File: config.mk
export PLATFORM = sky130hd
export DESIGN_NAME = instr_encoder_flat
export DESIGN_NICKNAME = d
export VERILOG_FILES = /design/src/rtl/instr_encoder_if.sv /design/src/rtl/instr_encoder.sv /design/src/flat_wrapper.sv
export SDC_FILE = /design/constraint.sdc
export NUM_CORES = 1
export LEC_CHECK = 0
export ABC_AREA = 0
export BUFFER_PORTS_ARGS = -buffer_cell sky130_fd_sc_hd__buf_2
export CAP_MARGIN = 20
export CORE_ASPECT_RATIO = 0.75
export CORE_MARGIN = 5
export CORE_UTILIZATION = 35
export CTS_CLUSTER_DIAMETER = 40
export CTS_CLUSTER_SIZE = 14
export DETAILED_ROUTE_END_ITERATION = 6
export GPL_TIMING_DRIVEN = 0
export SYNTH_ARGS = -nofsm -noshare
export SYNTH_HDL_FRONTEND = slang
export SYNTH_SLANG_ARGS = --single-unit
File: constraint.sdc
create_clock -name clk -period 3.9 [get_ports clk]
set_input_delay 0.78 -clock clk [delete_from_list [all_inputs] [get_ports clk]]
set_output_delay 0.78 -clock clk [all_outputs]
set_load 0.02 [all_outputs]
File: src/rtl/instr_encoder_if.sv
// instr_encoder_if: request/response bundle for the RV32I instruction encoder.
//   Request side : in_valid/in_ready handshake carrying op, rd, rs1, rs2, imm.
//   Response side: out_valid/out_ready handshake carrying out_instr, out_err.
//   master : the client (issues requests, consumes encoded words).
//   slave  : the encoder.
interface instr_encoder_if;
  logic        in_valid;
  logic        in_ready;
  logic [5:0]  in_op;
  logic [4:0]  in_rd;
  logic [4:0]  in_rs1;
  logic [4:0]  in_rs2;
  logic [31:0] in_imm;
  logic        out_valid;
  logic        out_ready;
  logic [31:0] out_instr;
  logic        out_err;

  modport master (
    output in_valid, in_op, in_rd, in_rs1, in_rs2, in_imm, out_ready,
    input  in_ready, out_valid, out_instr, out_err
  );

  modport slave (
    input  in_valid, in_op, in_rd, in_rs1, in_rs2, in_imm, out_ready,
    output in_ready, out_valid, out_instr, out_err
  );
endinterface

File: src/rtl/instr_encoder.sv
// instr_encoder: packs a structured RV32I instruction description into a
// 32-bit machine word, range-checking the immediate. Illegal ops and
// out-of-range immediates are replaced by a NOP (0x00000013) flagged with
// out_err. Results pass through a 2-entry output FIFO.
// Ports:
//   clk, reset          : rising-edge clock, synchronous active-high reset
//   bus (slave)         : request handshake in, encoded-word handshake out
//   enc_count/err_count : saturating counts of accepted / rejected requests
module instr_encoder #(
  parameter int FIFO_DEPTH = 2,
  parameter int CNT_W      = 16
) (
  input  logic             clk,
  input  logic             reset,
  instr_encoder_if.slave   bus,
  output logic [CNT_W-1:0] enc_count,
  output logic [CNT_W-1:0] err_count
);

  typedef enum logic [5:0] {
    OP_ADD, OP_SUB, OP_XOR, OP_OR, OP_AND, OP_SLL, OP_SRL, OP_SRA, OP_SLT,
    OP_SLTU, OP_ADDI, OP_XORI, OP_ORI, OP_ANDI, OP_SLLI, OP_SRLI, OP_SRAI,
    OP_SLTI, OP_SLTIU, OP_LB, OP_LH, OP_LW, OP_LBU, OP_LHU, OP_SB, OP_SH,
    OP_SW, OP_BEQ, OP_BNE, OP_BLT, OP_BGE, OP_BLTU, OP_BGEU, OP_JAL, OP_JALR,
    OP_LUI, OP_AUIPC
  } op_e;

  typedef enum logic [2:0] {F_R, F_I, F_SH, F_S, F_B, F_J, F_U, F_BAD} fmt_e;

  typedef struct packed {
    logic [31:0] instr;
    logic        err;
  } entry_t;

  localparam logic [31:0] NOP   = 32'h0000_0013;
  localparam logic [1:0]  DEPTH = 2'(FIFO_DEPTH);

  // ---------------- combinational encoder ----------------
  fmt_e        fmt;
  logic [2:0]  f3;
  logic [6:0]  opc;
  logic        alt;      // selects funct7 = 0100000 (SUB/SRA/SRAI)
  logic [31:0] imm;
  logic        fits_i, fits_b, fits_j, fits_sh;
  entry_t      enc;

  assign imm = bus.in_imm;
  // A value fits an N-bit signed field when all bits above N-1 replicate bit N-1.
  assign fits_i  = (&imm[31:11]) | ~(|imm[31:11]);
  assign fits_b  = ((&imm[31:12]) | ~(|imm[31:12])) & ~imm[0];
  assign fits_j  = ((&imm[31:20]) | ~(|imm[31:20])) & ~imm[0];
  assign fits_sh = ~(|imm[31:5]);

  always_comb begin
    // NOTE: every variable gets a default first so no path leaves it
    // unassigned; that is what keeps this block free of inferred latches.
    fmt = F_BAD;
    f3  = 3'b000;
    opc = 7'b0000000;
    alt = 1'b0;
    case (op_e'(bus.in_op))
      OP_ADD:   begin fmt = F_R;  f3 = 3'b000; end
      OP_SUB:   begin fmt = F_R;  f3 = 3'b000; alt = 1'b1; end
      OP_SLL:   begin fmt = F_R;  f3 = 3'b001; end
      OP_SLT:   begin fmt = F_R;  f3 = 3'b010; end
      OP_SLTU:  begin fmt = F_R;  f3 = 3'b011; end
      OP_XOR:   begin fmt = F_R;  f3 = 3'b100; end
      OP_SRL:   begin fmt = F_R;  f3 = 3'b101; end
      OP_SRA:   begin fmt = F_R;  f3 = 3'b101; alt = 1'b1; end
      OP_OR:    begin fmt = F_R;  f3 = 3'b110; end
      OP_AND:   begin fmt = F_R;  f3 = 3'b111; end
      OP_ADDI:  begin fmt = F_I;  f3 = 3'b000; opc = 7'b0010011; end
      OP_SLTI:  begin fmt = F_I;  f3 = 3'b010; opc = 7'b0010011; end
      OP_SLTIU: begin fmt = F_I;  f3 = 3'b011; opc = 7'b0010011; end
      OP_XORI:  begin fmt = F_I;  f3 = 3'b100; opc = 7'b0010011; end
      OP_ORI:   begin fmt = F_I;  f3 = 3'b110; opc = 7'b0010011; end
      OP_ANDI:  begin fmt = F_I;  f3 = 3'b111; opc = 7'b0010011; end
      OP_SLLI:  begin fmt = F_SH; f3 = 3'b001; end
      OP_SRLI:  begin fmt = F_SH; f3 = 3'b101; end
      OP_SRAI:  begin fmt = F_SH; f3 = 3'b101; alt = 1'b1; end
      OP_LB:    begin fmt = F_I;  f3 = 3'b000; opc = 7'b0000011; end
      OP_LH:    begin fmt = F_I;  f3 = 3'b001; opc = 7'b0000011; end
      OP_LW:    begin fmt = F_I;  f3 = 3'b010; opc = 7'b0000011; end
      OP_LBU:   begin fmt = F_I;  f3 = 3'b100; opc = 7'b0000011; end
      OP_LHU:   begin fmt = F_I;  f3 = 3'b101; opc = 7'b0000011; end
      OP_JALR:  begin fmt = F_I;  f3 = 3'b000; opc = 7'b1100111; end
      OP_SB:    begin fmt = F_S;  f3 = 3'b000; end
      OP_SH:    begin fmt = F_S;  f3 = 3'b001; end
      OP_SW:    begin fmt = F_S;  f3 = 3'b010; end
      OP_BEQ:   begin fmt = F_B;  f3 = 3'b000; end
      OP_BNE:   begin fmt = F_B;  f3 = 3'b001; end
      OP_BLT:   begin fmt = F_B;  f3 = 3'b100; end
      OP_BGE:   begin fmt = F_B;  f3 = 3'b101; end
      OP_BLTU:  begin fmt = F_B;  f3 = 3'b110; end
      OP_BGEU:  begin fmt = F_B;  f3 = 3'b111; end
      OP_JAL:   fmt = F_J;
      OP_LUI:   begin fmt = F_U;  opc = 7'b0110111; end
      OP_AUIPC: begin fmt = F_U;  opc = 7'b0010111; end
      default:  fmt = F_BAD;
    endcase
  end

  always_comb begin
    enc = '{instr: NOP, err: 1'b1};
    case (fmt)
      F_R:  enc = '{{1'b0, alt, 5'b0, bus.in_rs2, bus.in_rs1, f3, bus.in_rd, 7'b0110011}, 1'b0};
      F_I:  if (fits_i)
              enc = '{{imm[11:0], bus.in_rs1, f3, bus.in_rd, opc}, 1'b0};
      F_SH: if (fits_sh)
              enc = '{{1'b0, alt, 5'b0, imm[4:0], bus.in_rs1, f3, bus.in_rd, 7'b0010011}, 1'b0};
      F_S:  if (fits_i)
              enc = '{{imm[11:5], bus.in_rs2, bus.in_rs1, f3, imm[4:0], 7'b0100011}, 1'b0};
      F_B:  if (fits_b)
              enc = '{{imm[12], imm[10:5], bus.in_rs2, bus.in_rs1, f3, imm[4:1], imm[11],
                       7'b1100011}, 1'b0};
      F_J:  if (fits_j)
              enc = '{{imm[20], imm[10:1], imm[11], imm[19:12], bus.in_rd, 7'b1101111}, 1'b0};
      F_U:  if (~(|imm[11:0]))
              enc = '{{imm[31:12], bus.in_rd, opc}, 1'b0};
      default: enc = '{instr: NOP, err: 1'b1};
    endcase
  end

  // ---------------- output FIFO and counters ----------------
  entry_t           mem_q [FIFO_DEPTH];
  entry_t           mem_d [FIFO_DEPTH];
  logic             wr_ptr_q, wr_ptr_d, rd_ptr_q, rd_ptr_d;
  logic [1:0]       count_q, count_d;
  logic [CNT_W-1:0] enc_count_q, enc_count_d, err_count_q, err_count_d;
  logic             push, pop;

  // Ready depends on occupancy alone, so there is no combinational path from out_ready.
  assign bus.in_ready  = (count_q < DEPTH);
  assign bus.out_valid = (count_q != 2'd0);
  assign bus.out_instr = mem_q[rd_ptr_q].instr;
  assign bus.out_err   = mem_q[rd_ptr_q].err;
  assign enc_count     = enc_count_q;
  assign err_count     = err_count_q;

  assign push = bus.in_valid & bus.in_ready;
  assign pop  = bus.out_valid & bus.out_ready;

  always_comb begin
    mem_d       = mem_q;
    wr_ptr_d    = wr_ptr_q;
    rd_ptr_d    = rd_ptr_q;
    enc_count_d = enc_count_q;
    err_count_d = err_count_q;
    if (push) begin
      mem_d[wr_ptr_q] = enc;
      wr_ptr_d        = ~wr_ptr_q;
      if (enc_count_q != '1) enc_count_d = enc_count_q + CNT_W'(1);
      if (enc.err && err_count_q != '1) err_count_d = err_count_q + CNT_W'(1);
    end
    if (pop) rd_ptr_d = ~rd_ptr_q;
    count_d = count_q + 2'(push) - 2'(pop);
  end

  always_ff @(posedge clk) begin
    if (reset) begin
      // NOTE: the FIFO storage is reset as well because out_instr reads the
      // head entry directly and must show 0 out of reset; at two entries the
      // reset cost is negligible, unlike a real RAM.
      for (int i = 0; i < FIFO_DEPTH; i++) mem_q[i] <= '0;
      wr_ptr_q    <= 1'b0;
      rd_ptr_q    <= 1'b0;
      count_q     <= 2'd0;
      enc_count_q <= '0;
      err_count_q <= '0;
    end else begin
      // NOTE: non-blocking assignments so every flop samples the pre-edge
      // values computed in always_comb, independent of statement order.
      mem_q       <= mem_d;
      wr_ptr_q    <= wr_ptr_d;
      rd_ptr_q    <= rd_ptr_d;
      count_q     <= count_d;
      enc_count_q <= enc_count_d;
      err_count_q <= err_count_d;
    end
  end

endmodule

File: src/flat_wrapper.sv
// flat-port wrapper written by rule: the top's interface ports become plain ports
module instr_encoder_flat 
#(
  parameter int FIFO_DEPTH = 2,
  parameter int CNT_W      = 16
)
  (clk, reset, enc_count, err_count, bus_in_valid, bus_in_op, bus_in_rd, bus_in_rs1, bus_in_rs2, bus_in_imm, bus_out_ready, bus_in_ready, bus_out_valid, bus_out_instr, bus_out_err);
  instr_encoder_if bus_i ();
  input  logic clk;
  input  logic reset;
  output logic [CNT_W-1:0] enc_count;
  output logic [CNT_W-1:0] err_count;
  input wire logic [$bits(bus_i.in_valid)-1:0] bus_in_valid;
  input wire logic [$bits(bus_i.in_op)-1:0] bus_in_op;
  input wire logic [$bits(bus_i.in_rd)-1:0] bus_in_rd;
  input wire logic [$bits(bus_i.in_rs1)-1:0] bus_in_rs1;
  input wire logic [$bits(bus_i.in_rs2)-1:0] bus_in_rs2;
  input wire logic [$bits(bus_i.in_imm)-1:0] bus_in_imm;
  input wire logic [$bits(bus_i.out_ready)-1:0] bus_out_ready;
  output wire logic [$bits(bus_i.in_ready)-1:0] bus_in_ready;
  output wire logic [$bits(bus_i.out_valid)-1:0] bus_out_valid;
  output wire logic [$bits(bus_i.out_instr)-1:0] bus_out_instr;
  output wire logic [$bits(bus_i.out_err)-1:0] bus_out_err;
  assign bus_i.in_valid = bus_in_valid;
  assign bus_i.in_op = bus_in_op;
  assign bus_i.in_rd = bus_in_rd;
  assign bus_i.in_rs1 = bus_in_rs1;
  assign bus_i.in_rs2 = bus_in_rs2;
  assign bus_i.in_imm = bus_in_imm;
  assign bus_i.out_ready = bus_out_ready;
  assign bus_in_ready = bus_i.in_ready;
  assign bus_out_valid = bus_i.out_valid;
  assign bus_out_instr = bus_i.out_instr;
  assign bus_out_err = bus_i.out_err;
  instr_encoder #(.FIFO_DEPTH(FIFO_DEPTH), .CNT_W(CNT_W)) u_core (.clk(clk), .reset(reset), .bus(bus_i), .enc_count(enc_count), .err_count(err_count));
endmodule
* Word level (Yosys, flattened, before mapping)
Index checks and enable logic that the tools add are counted.
Word-level totals: output and inout bits 67, register bits 102, logic and storage cells 124, bits of input ports 57
Cells by class: bitwise gates (word level) 15, add/subtract/negate cells 4, reduce and logical (&&, ||, !) cells 31, order comparisons 4, equal/unequal tests 44, multiplexer cells 17
Operator list (number):
- $mux 33 | 9
- $pmux 33 s7 | 1
- $eq 6x5->1 const B | 16
- $bwmux 66 | 1
- $eq 6x4->1 const B | 8
- $pmux 3 s7 | 2
- $reduce_or 12->1 | 3
- $pmux 7 s5 | 1
- $demux 33 s1 | 1
- $add 16x1->16 const B | 2
- $mux 32 | 1
- $ne 16x16->1 const B | 2
- $eq 6x6->1 const B | 5
- $reduce_or 27->1 | 1
- $eq 6x3->1 const B | 4
- $reduce_and 21->1 | 1
- $reduce_or 21->1 | 1
- $reduce_and 20->1 | 1
- $reduce_or 20->1 | 1
- $reduce_or 6->1 | 3
- $reduce_or 3->1 | 5
- $eq 6x2->1 const B | 2
- $reduce_and 12->1 | 1
- $reduce_or 10->1 | 1
- other kinds (22) | 42

* Depth between registers and ports, before layout
Gate-level depths: netlist of run 1.
depth in word-level cells 8, mapped depth 11, depth with buffers taken out 9

* Least setup slack after synthesis of run 1
OpenSTA, ideal clock, no wires.
path kind input-to-reg, from input port bus_in_op[3], to register u_core.err_count_q[7] (netlist: u_core.err_count[7]), setup time 0.121 ns, data required time 3.779 ns, stages 8, buffers on the path 2, path slack 0.858 ns, arrival time 2.921 ns, path through buf_2 > or3b_4 > o32a_1 > or3_1 > o2111a_2 > buf_6 > nor4b_1 > mux2_2
Between the ends: longest elaborated chain between the ends 7, elaborated cells on any way between the ends 54
RTL lines:
- start, declared | RTL line flat_wrapper.sv:14 | input wire logic [$bits(bus_i.in_op)-1:0] bus_in_op;
- $eq 6x4->1 (tied with other cells) | RTL line instr_encoder.sv:61 | case (op_e'(bus.in_op))
- $reduce_or 12->1 (no line) (tied with other cells)
- $pmux 3 s7 (*) | RTL line instr_encoder.sv:61
- $eq 3x3->1 (tied with other cells) | RTL line instr_encoder.sv:105 | case (fmt)
- $pmux 33 s7 (*) | RTL line instr_encoder.sv:105
- $logic_and 1x1->1 (*) | RTL line instr_encoder.sv:153 | if (enc.err && err_count_q != '1) err_count_d = err_count_q + CNT_W'(1);
- $reduce_and 2->1 (no line) (*)
- end signal, assigned | RTL line instr_encoder.sv:178 | err_count_q <= err_count_d;
- end, declared | RTL line instr_encoder.sv:129 | logic [CNT_W-1:0] enc_count_q, enc_count_d, err_count_q, err_count_d;
Mark *: on every way between the ends. The rest lies on a longest branch, timed or not. A chain may end at the register's enable or synchronous reset.

* Final worst setup path of run 1
from input port bus_in_op[4], to register u_core.mem_q[19] (netlist name)
Between the ends: longest elaborated chain between the ends 6, elaborated cells on any way between the ends 53
RTL lines:
- $eq 6x4->1 (tied with other cells) | RTL line instr_encoder.sv:61
- $reduce_or 12->1 (no line) (tied with other cells)
- $pmux 3 s7 (*) | RTL line instr_encoder.sv:61
- $eq 3x3->1 (tied with other cells) | RTL line instr_encoder.sv:105
- $pmux 33 s7 (*) | RTL line instr_encoder.sv:105
- $bwmux 66 (*) | RTL line instr_encoder.sv:150 | mem_d[wr_ptr_q] = enc;
- end signal, assigned | RTL line instr_encoder.sv:173 | mem_q <= mem_d;
- end, declared | RTL line instr_encoder.sv:125 | entry_t mem_q [FIFO_DEPTH];
Marks and branches as above.

==> results.md, run 1 <==
- Status: finished clean
- Met1 Usage GRT: 0.321
- Initial Util: 0.353
- Setup violators final: 0
- GRT overflow: 0
- Post-route antenna net violation count: 0
- Hold EP: u_core.mem_q[37]
- Min Clock Period, post-route: 3.37 ns
- Drt pass-1 iters: 5
- EDFF count, synth: 0
- Syn Std Cell Area: 5620 um2
- Count leader, synth: dfxtp_1
- CP required: 4.17 ns
- Worst EP arrival: 3.63 ns
- Area share of the largest cell type after synthesis: 0.356
- First-pass GRT wire length: 30300 um
- Hold path startpoint: u_core.mem_q[37]
- Clock Path Buffers: 2
- Number of global-route vias before repair: 5480
- Slew HR: 0.425
- Util after Layout: 0.427
- Crit-path max FO: 10
- Largest net degree at the start of global routing: 17
- RSZ-0062 raised after global routing: false
- Max Cap Viol: 0
- Grt met3 use: 0.0411
- Hold buffers post-CTS: 0
- Pwr/cell area: 457 nW/um2
- PortBufs: 118
- Ys async rst share: 0
- Sw Ratio: 0.348
- Setup crit start kind: primary input
- Detailed-route wire length: 19500 um
- Area Growth Syn to Fin: 21.0%
- Mapped Nets: 763
- Routed WL per cell: 18.6 um
- Combinational fraction of design power: 0.313
- Vias: 5923
- Synth unique cells: 64
- Avg Inst Size Synth: 8.01 um2
- Initial antenna violation count: 3
- Clock Sinks: 100
- CTS Buf Count: 9
- #FFs+latches synth: 100
- Most area-hungry cell type in the Yosys netlist: dfxtp_1
- Gpl congestion: 0.993
- Fillers: 1673
- Mapped Cells: 702
- Final Hold Fails: 0
- WHS: 0.456 ns
- CP Capture Type: register
- Clock power share: 0.311
- Post-CTS resize count: 0
- Seq/Total Area, Yosys: 0.356
- Warnings from Yosys: 0
- Hold crit path type: reg -> reg
- CTS tree: built
- Part of the power in registers: 0.376
- Iter 0 DRT Violations: 642
- Die Area: 18700 um2
- Maximum vdd drop: 0.252 mV
- Fmax: 297 MHz
- Crit Reg-Reg Endpoint: u_core.mem_q[25]
- # IOs: 124
- Net Switching: 0.00108 W
- Synth Flop Type: dfxtp_1
- Row count: 40
- Die Height: 120 um
- R2r startpoint: u_core.count_q[1]
- Synth top area cells: dfxtp_1, mux2_2, nor2_1
- Reg2Reg Depth: 10
- Setup bufs post-CTS: 0
- Final HPWL DP: 14900 um
- Commonest cells in the netlist: dfxtp_1, nor2_1, o21ai_0
- Cell Int Power: 0.00203 W
- WS Path Type: in -> reg
- Core Area: 15900 um2
- Setup skew after layout: 0.0102 ns
- Layout cells sized above 1: 0.225
- Fin nets: 892
- Met2 Track Usage GR: 0.275
- Leak Pwr: 2.66 nW
- # DRC: 0
- Clk slew on worst S/H paths: 0.07 ns
- Fin crit share: 0.863
- Die width: 156 um
- Vias per cell: 5.65
- Total Routing Usage GR: 0.202
- Final setup TNS: 0 ns
- Minimum setup slack among reg-to-reg paths: 1.24 ns
- Slew Viols, Final: 0
- Clock root cell: clkbuf_16
- Clock Latency Late Sink: 0.35 ns
- Worst Tran Pin Value: 0.854 ns
- H-Tree Depth: 3
- Hold depth: 2
- GR peak layer: met1
[power by group through the flow]
stage	sequential, W	combinational [W]	clock (W)
CTS	0.00117	0.000973	0.000978
finish	0.00117	0.000975	0.000967
floorplan	0.00119	0.000651	0
global route	0.00118	0.00107	0.00101
global placement	0.00119	0.000964	0
detailed placement	0.00119	0.000970	0
[final cells by class]
class,count,area (um2),area share
Antenna cell,2,5.00,0.000736
Buffer,52,229,0.0337
Inverter,20,75.1,0.0110
Clock buffer,12,267,0.0392
Timing Repair Buffer,118,591,0.0868
Multi-Input combinational cell,530,3320,0.487
Sequential cell,100,2000,0.294
Clock inverter,4,55.1,0.00809
Tap cell,210,263,0.0386
[metal layers]
| metal | up-vias | share of wire |
|---|---|---|
| met2 | 243 | 0.40 |
| met5 | - | 0.00056 |
| met3 | 15 | 0.078 |
| li1 | 2875 | - |
| met1 | 2788 | 0.50 |
| met4 | 2 | 0.013 |
[placed cells by master (no fill, tap or decap), types with 8 or more instances in the layout]
cell and n:
a221oi_1 10, a22oi_1 14, a211oi_1 32, nand2_1 49, nor4_1 11, and2_1 8
o31ai_1 11, nor2b_1 8, or4_1 11, a21oi_1 44, xor2_1 9, o21ai_0 58
nor2_1 82, nor3_1 16, and3_1 9, a31oi_1 9, dfxtp_1 100, clkbuf_16 9
inv_1 20, clkbuf_1 38, buf_2 123, or3_1 10, nand4_1 15, mux2_2 35
nand3_1 14
[sequential cells by signal (all words and copies together) (netlist names)]
register and count:
u_core.mem_q 64, u_core.err_count 16, u_core.count_q 2, u_core.rd_ptr_q 1, u_core.enc_count 16, u_core.wr_ptr_q 1
[worst max path at each step]
stage	startpoint	end	slack, ns	depth (start not counted)
2_1_floorplan	bus_in_op[3]	u_core.err_count[7]	0.86	8
3_3_place_gp	bus_in_op[4]	u_core.mem_q[14]	0.28	9
3_5_place_dp	bus_in_op[4]	u_core.mem_q[19]	0.29	9
4_1_cts	bus_in_op[4]	u_core.mem_q[19]	0.65	9
5_1_grt	bus_in_op[4]	u_core.mem_q[13]	0.21	9
6_report	bus_in_op[4]	u_core.mem_q[19]	0.53	9
[critical path: stages]
cell	delay [ns]
buf_2	0.12
buf_6	0.13
nor3b_1	0.37
o21ai_0	0.23
nor4_1	0.75
inv_1	0.28
a21oi_1	0.73
a22oi_1	0.12
o21ai_0	0.12
[per-stage QoR]
| step | cell area, um2 | total power (W) | instances | setup WS (ns) |
|---|---|---|---|---|
| floorplan | 5620 | 0.00184 | 702 | 0.858 |
| global placement | 6470 | 0.00215 | 1030 | 0.284 |
| detailed placement | 6470 | 0.00216 | 1030 | 0.294 |
| CTS | 6800 | 0.00312 | 1046 | 0.649 |
| global route | 6800 | 0.00326 | 1048 | 0.214 |
| finish | 6800 | 0.00311 | 1048 | 0.533 |
[kinds of logic after synthesis]
family	share of synthesized area
multiplexers	0.0719
buffers and inverters	0.0541
flip-flops	0.356
AND/OR/NAND/NOR	0.228
AO/OA/AOI/OAI	0.258
XOR/XNOR	0.0234
adder cells (fa/ha/maj)	0.00890
Note: power is estimated with default switching activity, not from simulation.
==> run 2, diff against run 1 <==
CORE_UTILIZATION = 43   (was 35)
PLACE_DENSITY = 0.66   (was default)
==> run 2 against run 1 <==
  * Flip-flop and latch count unchanged
  * Total power is 1.3% lower
  * Clock power decreased by 5.0%
  * Sequential share of layout area increased by 0.32 points
  * Combinational power rose by 0.6%
  * Sequential power about the same
  * Clock skew is 0.0062 ns lower
  * Largest power group unchanged
  * Highest routed layer is now met4
==> results.md, run 2 (synthesized netlist as in run 1, its figures left out) <==
- Status: finished clean
- Area Growth Syn to Fin: 19.7%
- Setup crit start kind: primary input
- Initial Util: 0.436
- Clock root cell: clkbuf_16
- Clock Path Buffers: 2
- Setup skew after layout: 0.00397 ns
- Setup bufs post-CTS: 0
- GRT overflow: 0
- Post-route antenna net violation count: 0
- CP Capture Type: register
- Slowest CP cell: nor4_1
- Initial antenna violation count: 0
- PortBufs: 118
- Fin nets: 892
- Core Area: 12900 um2
- Worst EP arrival: 3.70 ns
- Post-CTS resize count: 0
- RSZ-0062 raised after global routing: false
- Max incr delay on CP: 0.84 ns
- H-Tree Depth: 3
- Largest register FFs: 64
- Slew HR: 0.341
- CP dominant cell by count: o21ai_0
- Die Area: 15500 um2
- Max Cap Viol: 0
- Fillers: 1295
- First-pass GRT wire length: 30800 um
- Iter 0 DRT Violations: 758
- Maximum vdd drop: 0.202 mV
- Clock Latency Late Sink: 0.35 ns
- # IOs: 124
- Hold buffers post-CTS: 0
- Row count: 36
- Min Clock Period, post-route: 3.42 ns
- Leak Pwr: 2.64 nW
- Routed WL per cell: 19.4 um
- Reg area: 2000 um2
- Fin crit share: 0.878
- Total Routing Usage GR: 0.249
- Most common cell after layout, fill and taps aside: buf_2
- Slew Viols, Final: 0
- Multi-input logic area: 3320 um2
- Die Height: 109 um
- # DRC: 0
- Worst Tran Pin Value: 0.979 ns
- Clock Sinks: 100
- CP required: 4.18 ns
- Number of global-route vias before repair: 5975
- Final setup TNS: 0 ns
- Vias per cell: 6.05
- CTS Buf Count: 9
- Detailed-route wire length: 19500 um
- Hold crit path type: reg -> reg
- Setup violators final: 0
- Final Hold Fails: 0
- Pwr/cell area: 456 nW/um2
- Vias: 6093
- Gpl congestion: 0.974
- Crit path cell chain: buf_2 > buf_6 > nor3b_1 > o21ai_0 > nor4_1 > inv_1 > a21oi_1 > a22oi_1 > o21ai_0
- Drt pass-1 iters: 5
- Util after Layout: 0.522
- Clk slew on worst S/H paths: 0.07 ns
- Biggest register: u_core.mem_q
- Fmax: 292 MHz
- Layout cells sized above 1: 0.224
- Antenna diode count: 0
- WS Path Type: in -> reg
- Die width: 142 um
- CTS tree: built
- Commonest cells after routing, fill and taps aside: buf_2, dfxtp_1, nor2_1
- Largest net degree at the start of global routing: 18
- Final HPWL DP: 14900 um
- Crit-path max FO: 10
run 2: cell count changes in the layout (fill, tap and decap cells not counted):
cell,before,now
clkbuf_8,3,0
clkbuf_1,38,39
inv_8,0,1
inv_6,1,0
clkinvlp_4,1,3
diode_2,2,0
run 2: final cells by class:
type                            instances  share of cell area
Clock buffer                           10              0.0340
Buffer                                 52              0.0340
Clock inverter                          6              0.0108
Multi-Input combinational cell        530               0.493
Tap cell                              171              0.0318
Timing Repair Buffer                  118              0.0878
Inverter                               20              0.0112
Sequential cell                       100               0.298
run 2: worst paths after layout:
check / startpoint / slack [ns] / cells after the start / to
min: u_core.mem_q[3] / 0.46 / 2 / u_core.mem_q[3]
max: bus_in_op[4] / 0.48 / 9 / u_core.mem_q[16]
min reg2reg: u_core.mem_q[3] / 0.46 / 2 / u_core.mem_q[3]
max reg2reg: u_core.count_q[1] / 1.29 / 10 / u_core.mem_q[22]
run 2: power by group:
group          internal, W  leakage [nW]  switching (W)
Clock             0.000504         0.137       0.000415
Sequential         0.00112         0.813      0.0000511
Combinational     0.000356          1.69       0.000625
Total              0.00198          2.64        0.00109
run 2: layer usage:
layer	routed length [um]	GRT usage
met4	228	0.0596
met2	8420	0.381
met5	0	0
met1	9070	0.350
met3	1770	0.0675
run 2: worst max-delay path, delay by kind of cell:
family / cells / cell delay [ns]
buffers and inverters: 3 / 0.53
AOI/OAI and AO/OA: 4 / 1.20
and+or+nand+nor: 2 / 1.18
run 2: stage by stage:
stage / worst slack (ns) / power, W / cell area, um2 / cells / hold slack (ns)
after global placement: 0.271 / 0.00213 / 6430 / 991 / 0.437
after CTS: 0.615 / 0.00307 / 6730 / 1007 / 0.457
after floorplan: 0.858 / 0.00184 / 5620 / 702 / 0.428
after detailed placement: 0.264 / 0.00216 / 6430 / 991 / 0.445
after global routing: 0.245 / 0.00321 / 6730 / 1007 / 0.490
final: 0.476 / 0.00307 / 6730 / 1007 / 0.459
